$ cat src/rtl/ps2_host_tx.sv
// Host-to-device PS/2 transmitter: inhibits the bus, requests to send, then
// shifts one command byte out on device clock falls and samples the device ACK.
module ps2_host_tx #(
    parameter int INHIBIT_CYCLES = 10000,
    parameter int REQ_CYCLES     = 200,
    parameter int TIMEOUT_CYCLES = 1500000
) (
    input  logic       clk,
    input  logic       rst_n,
    input  logic [7:0] tx_data,
    input  logic       tx_valid,
    output logic       tx_ready,
    input  logic       ps2_clk_in,
    input  logic       ps2_data_in,
    output logic       ps2_clk_oe,
    output logic       ps2_data_oe,
    output logic       busy,
    output logic       done,
    output logic       ack_err,
    output logic       timeout_err
);
    localparam int MAX_HOLD   = (INHIBIT_CYCLES > REQ_CYCLES) ? INHIBIT_CYCLES : REQ_CYCLES;
    localparam int MAX_CYCLES = (MAX_HOLD > TIMEOUT_CYCLES) ? MAX_HOLD : TIMEOUT_CYCLES;
    localparam int CNT_W      = $clog2(MAX_CYCLES + 1);

    localparam logic [CNT_W-1:0] INHIBIT_LAST = CNT_W'(INHIBIT_CYCLES - 1);
    localparam logic [CNT_W-1:0] REQ_LAST     = CNT_W'(REQ_CYCLES - 1);
    localparam logic [CNT_W-1:0] TIMEOUT_LAST = CNT_W'(TIMEOUT_CYCLES - 1);

    typedef enum logic [2:0] {IDLE, INHIBIT, REQ, SEND, WAIT_IDLE, FINISH} state_t;

    state_t           state, state_nxt;
    logic [CNT_W-1:0] cnt;
    logic [3:0]       bit_cnt;
    logic [9:0]       frame;
    logic             drive;
    logic             clk_p0, clk_p1, clk_p2;
    logic             data_p0, data_p1;
    logic             fall, accept, watched, expired, timeout_fire, lines_high;

    assign fall       = clk_p2 & ~clk_p1;
    assign accept     = tx_valid & tx_ready;
    assign watched    = (state == SEND) || (state == WAIT_IDLE);
    assign lines_high = clk_p1 & data_p1;
    // A device fall in the same cycle as expiry wins and restarts the window.
    assign expired    = watched && !fall && (cnt == TIMEOUT_LAST);

    always_comb begin
        state_nxt    = state;
        timeout_fire = 1'b0;
        case (state)
            IDLE:    if (tx_valid) state_nxt = INHIBIT;
            INHIBIT: if (cnt == INHIBIT_LAST) state_nxt = REQ;
            REQ:     if (cnt == REQ_LAST) state_nxt = SEND;
            SEND: begin
                if (fall && bit_cnt == 4'd10) begin
                    state_nxt = WAIT_IDLE;
                end else if (expired) begin
                    state_nxt    = FINISH;
                    timeout_fire = 1'b1;
                end
            end
            WAIT_IDLE: begin
                if (lines_high) begin
                    state_nxt = FINISH;
                end else if (expired) begin
                    state_nxt    = FINISH;
                    timeout_fire = 1'b1;
                end
            end
            FINISH:  state_nxt = IDLE;
            default: state_nxt = IDLE;
        endcase
    end

    // Stage p0/p1 synchronise the pins; p2 keeps the previous clock level for edge detect.
    always_ff @(posedge clk or negedge rst_n) begin
        if (!rst_n) begin
            state       <= IDLE;
            cnt         <= '0;
            bit_cnt     <= '0;
            drive       <= 1'b0;
            ack_err     <= 1'b0;
            timeout_err <= 1'b0;
            clk_p0      <= 1'b1;
            clk_p1      <= 1'b1;
            clk_p2      <= 1'b1;
            data_p0     <= 1'b1;
            data_p1     <= 1'b1;
        end else begin
            state <= state_nxt;
            {clk_p2, clk_p1, clk_p0} <= {clk_p1, clk_p0, ps2_clk_in};
            {data_p1, data_p0}       <= {data_p0, ps2_data_in};

            if (state_nxt != state || state == IDLE || (watched && fall))
                cnt <= '0;
            else
                cnt <= cnt + 1'b1;

            if (accept) begin
                ack_err     <= 1'b0;
                timeout_err <= 1'b0;
            end
            if (timeout_fire)
                timeout_err <= 1'b1;

            if (state == REQ) begin
                bit_cnt <= '0;
                drive   <= 1'b1;
            end else if (state == SEND && fall) begin
                bit_cnt <= bit_cnt + 1'b1;
                if (bit_cnt == 4'd10)
                    ack_err <= data_p1;
                else
                    drive <= ~frame[0];
            end
        end
    end

    always_ff @(posedge clk) begin
        if (accept)
            frame <= {1'b1, ~^tx_data, tx_data};
        else if (state == SEND && fall)
            frame <= {1'b0, frame[9:1]};
    end

    assign tx_ready    = (state == IDLE);
    assign busy        = (state != IDLE);
    assign ps2_clk_oe  = (state == INHIBIT) || (state == REQ);
    assign ps2_data_oe = (state == REQ) || (state == SEND && drive);
    assign done        = (state == FINISH);

endmodule
$ cat config.mk
export PLATFORM = sky130hd
export DESIGN_NAME = ps2_host_tx
export DESIGN_NICKNAME = d
export VERILOG_FILES = /design/src/rtl/ps2_host_tx.sv
export SDC_FILE = /design/constraint.sdc
export NUM_CORES = 1
export LEC_CHECK = 0
export ABC_AREA = 1
export CORE_MARGIN = 2
export CORE_UTILIZATION = 52
export CTS_CLUSTER_DIAMETER = 120
export DETAILED_ROUTE_END_ITERATION = 12
export GPL_TIMING_DRIVEN = 0
export MAX_ROUTING_LAYER = met4
export PLACE_DENSITY = 0.8
export SLEW_MARGIN = 40
export SYNTH_ARGS = -nofsm -noshare
export SYNTH_HDL_FRONTEND = slang
export SYNTH_SLANG_ARGS = --single-unit
$ cat constraint.sdc
create_clock -name clk -period 2.9 [get_ports clk]
set_clock_uncertainty 0.2 [all_clocks]
set_input_delay 0.29 -clock clk [delete_from_list [all_inputs] [get_ports clk]]
set_output_delay 0.29 -clock clk [all_outputs]
set_load 0.05 [all_outputs]
After elaboration in Yosys (flattened, before gate mapping)
Index checks and enable logic that the tools add are counted.

cells by class
  multiply operators = 0
  divide/modulo/power cells = 0
  bitwise operators = 5
  add/sub/neg operators = 2
  muxes and demuxes = 25
  magnitude comparators = 0
  eq/ne operators = 11
  shifts and indexed selects = 0
  reductions and logical operators = 19

operator list
  cell                   number
  $add 21x1->21 const B  1
  $eq 21x14->1 const B   1
  $eq 21x21->1 const B   1
  $eq 21x8->1 const B    1
  $mux 21                1
  $mux 3                 6
  $mux 9                 2
  $pmux 3 s5             1
  $mux 1                 12
  $mux 4                 2
  $reduce_xnor 8->1      1
  $eq 3x2->1 const B     2
  $eq 3x3->1 const B     2
  $logic_and 1x1->1      6
  $reduce_bool 2->1      3
  $logic_or 1x1->1       5
  $add 4x1->4 const B    1
  $eq 4x4->1 const B     1
  $and 1x1->1            3
  $eq 3x1->1 const B     1
  $logic_not 3->1        1
  $ne 3x3->1             1
  $reduce_bool 3->1      1
  $ne 2x1->1 const B     1
  4 further kinds        5

storage, ports and cells
  bits in read-only memories = 0
  bits in registers = 46
  output and inout port bits = 7
  memories kept = 0
  bits in writable memories = 0
  bits in latches = 0
  logic and storage cells = 75

Longest topological paths before layout
  word-level depth = 12
  mapped depth = 13
  depth with buffers taken out = 12

Least setup slack after synthesis
Ideal clock, no wire load.

  path kind = register to register
  start point = reg state[1]
  end point = reg frame[0] (enable)
  cell stages (with the launch flop) = 7
  library setup time = 334 ps
  arrival = 1,808 ps
  data required time = 2,366 ps
  slack = 557 ps
  buffers on the path = 1
  clock period less this slack = 2,343 ps
  path through = dfrtp_1 -> nor2_1 -> nand2_1 -> nor2_4 -> inv_1 -> clkbuf_1 -> nand2_1

on the way
  word-level cells in the longest chain between the ends = 3
  elaborated cells on any way between the ends = 5

RTL lines
  what                                                     RTL line  text
  start, declared                                          32        state_t state, state_nxt;
  start signal, assigned                                   91        state <= state_nxt;
  $logic_not 3->1 / $eq 3x2->1 (equally long branches)     127, 123
  $and 1x1->1 / $logic_and 1x1->1 (equally long branches)  42, 123
  $reduce_bool 2->1 (no line) *                            n/a
  end signal, assigned                                     122       frame <= {1'b1, ~^tx_data, tx_data};
  end signal, assigned                                     124       frame <= {1'b0, frame[9:1]};
  end, declared                                            35        logic [9:0] frame;

Mark *: on every way between the ends. The rest lies on a longest branch, timed or not.
A chain may end at the register's enable or synchronous reset.

Worst setup path in the final report
  start point = reg state[0]
  end point = out ps2_clk_oe

on the way
  word-level cells in the longest chain between the ends = 2
  elaborated cells on any way between the ends = 3

RTL lines
  what                                             RTL line  text
  $eq 3x1->1 / $eq 3x2->1 (equally long branches)  129       assign ps2_clk_oe = (state == INHIBIT) || (state == REQ);
  $logic_or 1x1->1 *                               129
  end, declared                                    15        output logic ps2_clk_oe,

Marked as above.

==> reports/metrics.cfg <==
[placed_design]
numPortBuffers = 19
gp_congestion = 0.884
pre_cts_slack_ns = 0.529
hpwlAfterDp_um = 3550

[clock_network]
clkSinkCount = 46
cts_tree = yes
path_clk_slew_ns = 0.09
cts_buffers = 5
post-cts-setup-buffer-count = 0
htree_levels = 2
cts-root-buf = clkbuf_8
cts_buffer_depth = 2
clk_latency_ns = 0.30

[grt]
grt_use_met3 = 0.0398
grtUsageTotal = 0.193
grt_pass1_vias = 1851
overflow = 0
busiest_layer = met2
grt_use_met1 = 0.242
grt_use_met2 = 0.305
grt_pass1_wl_um = 7830
grt_max_degree = 24
antenna_found_initial = 0

[yosys]
ys_types = 30
synth_simple_gate_area_frac = 0.306
synth-compound-area-share = 0.0466
synth_top_family_by_area = simple AND/OR/NAND/NOR gates
yosysSeqAreaShare = 0.480
yosys.area.top_type = dfrtp_1
synthMuxAreaShare = 0
yosys-top-cells-area = dfrtp_1 31%, nand2_1 13%, edfxtp_1 11%, nor2_1 8.4%, xor2_1 6.0%
yosysWarnings = 0
syn_area_um2 = 2490
syn_inst = 313
synth.top_cell.area_share = 0.311
synth_xor_area_frac = 0.0843
synth_nets = 329
ys_ff_latch = 46
synth_fa_ha_area_frac = 0.0150
syn_avg_cell_area_um2 = 7.97

[drt]
drtIter0Drc = 130
wl_um = 4740
ant_nets = 0
drcViolationCount = 0
wl_per_cell_um = 12.0
via_count = 2007
viasPerCell = 5.07
first_pass_iters = 4

[worst_setup_path]
cpMaxStageDelayCell = clkdlybuf4s50_1
cp-end-kind = output port
worstPathRequired_ns = 2.41
critPathMaxFanout = 7
crit_buf_inv = 2
crit_type = reg -> out
worstPathArrival_ns = 2.14
critPathMaxStageDelay_ns = 0.82
path_cells = inv_1, nand3_1, nand2_1, clkdlybuf4s50_1
worst_setup_path_start_kind = register
critPathTopFamily = buffers and inverters

[sta]
setup-tns-final_ns = 0
rsz0062_at_grt = false
tightest_slew_ns = 0.499
fmax_mhz = 380
min_period_over_period = 0.908
slew_viol_final = 0
fin_ws_ns = 0.266
finalHoldViolCount = 0
slew_headroom = 0.666
setup_violations = 0
min_period_ns = 2.63

[floorplan]
core_area_um2 = 4660
io_pins = 20
start_util = 0.535
dieArea_um2 = 5370
num_rows = 25
die_w_um = 73.3
die_h_um = 73.3

[power_and_ir_drop]
leakagePower_nw = 1.31
peakVddDrop_uv = 239
p_per_area_nw_per_um2 = 439

[job]
cap_viol_max_count = 0

[cells_and_area]
syn2layout_area_growth_pct = 17.2
antennaDiodeCount = 0
final_layout_size_suffix_gt1_frac = 0.0906
fin_nets = 357

[min_path]
min_path_type = reg -> reg

[run_status]
outcome = completed

[kinds of logic (layout without fill, tap and decap cells)]
group	after synthesis	after routing
buffers and inverters	40	69
AO/OA/AOI/OAI	19	19
XOR/XNOR	24	24
AND/OR/NAND/NOR	181	181
adder cells (fa/ha/maj)	3	3
flip-flops	46	46
[final timing paths]
check / to / cells after the start / from / slack, ns
setup reg to reg: frame[1] / 6 / state[1] / 0.57
hold / removal: clk_p1 / 0 / clk_p0 / 0.16
min in group asynchronous: cnt[14] / 2 / rst_n / 0.22
max in group asynchronous: clk_p1 / 3 / rst_n / 1.77
setup / recovery: ps2_clk_oe / 4 / state[0] / 0.27
hold reg to reg: clk_p1 / 0 / clk_p0 / 0.16
[cells in the mapped netlist]
library cell	number
nand2_1	84
nor2_1	56
inv_1	35
dfrtp_1	31
xor2_1	17
nand3_1	15
edfxtp_1	9
nor3_1	9
a21oi_1	7
nor2_2	7
xnor2_1	7
nand4_1	6
o21ai_0	6
dfstp_2	5
ha_1	3
buf_6	2
a21oi_2	1
a32o_1	1
a41oi_1	1
buf_4	1
clkbuf_1	1
dfxtp_1	1
inv_2	1
nand2_2	1
nand3_2	1
nor2_4	1
nor3_2	1
o2111ai_1	1
o211ai_1	1
o21a_1	1
[per-layer routing]
metal  wire [um]  vias up
met1        2270      925
met2        2270       33
met3         134        7
met5           0        -
met4          66        0
li1            -     1042
[worst register-to-register path: stages, from the launching register on]
cell and delay (ns):
dfrtp_1 0.45, nor2_1 0.20, nand2_1 0.15, nor2_4 0.25, inv_1 0.15, clkbuf_1 0.24, nand2_1 0.36
[power breakdown]
part,switching (mW),total (mW),internal (mW)
logic,0.0236,0.0518,0.0282
registers,0.00183,0.664,0.662
clock network,0.222,0.567,0.345
total,0.247,1.28,1.04
[flip-flops by register name, indices dropped and copies added (netlist names)]
name / cells
cnt: 21
frame: 10
bit_cnt: 4
state: 3
ack_err: 1
clk_p0: 1
clk_p1: 1
clk_p2: 1
data_p0: 1
data_p1: 1
drive: 1
timeout_err: 1
[metrics by stage]
step	hold WS [ns]	util	power (mW)	cell area [um2]	cells
after floorplan	-0.206	-	0.694	2490	313
after global placement	0.146	0.591	0.724	2750	386
after detailed placement	0.0180	0.595	0.730	2780	387
after CTS	0.163	0.627	1.30	2920	396
after global routing	0.167	0.627	1.32	2920	396
final	0.161	0.627	1.28	2920	396
[placed cells by master, fill, tap and decap left out, types with 2 or more instances in the layout]
cell type / synthesis / final
xor2_1: 17 / 17
nor2_1: 56 / 56
o21ai_0: 6 / 6
bufinv_16: 0 / 2
a21oi_1: 7 / 7
inv_1: 35 / 35
nor2_2: 7 / 7
clkdlybuf4s50_1: 0 / 18
ha_1: 3 / 3
clkbuf_8: 0 / 5
dfrtp_1: 31 / 31
nor3_1: 9 / 9
dfstp_2: 5 / 5
xnor2_1: 7 / 7
nand2_1: 84 / 84
buf_6: 2 / 2
nand4_1: 6 / 6
nand3_1: 15 / 15
edfxtp_1: 9 / 9
[repair_timing]
item / in CTS / in global routing
hold endpoints to repair: 30 / 0
hold buffers: 1 / 0
gates resized for setup: 0 / 0
[cell type report]
| cell class | instances | area (um2) |
|---|---|---|
| fill | 412 | 1740 |
| sequential | 46 | 1200 |
| multi-input combinational | 227 | 1130 |
| timing repair buffer | 21 | 223 |
| inverter | 36 | 135 |
| clock buffer | 5 | 68.8 |
| clock inverter | 3 | 68.8 |
| tap | 54 | 67.6 |
| buffer | 4 | 33.8 |
(Power assumes the default switching activity.)
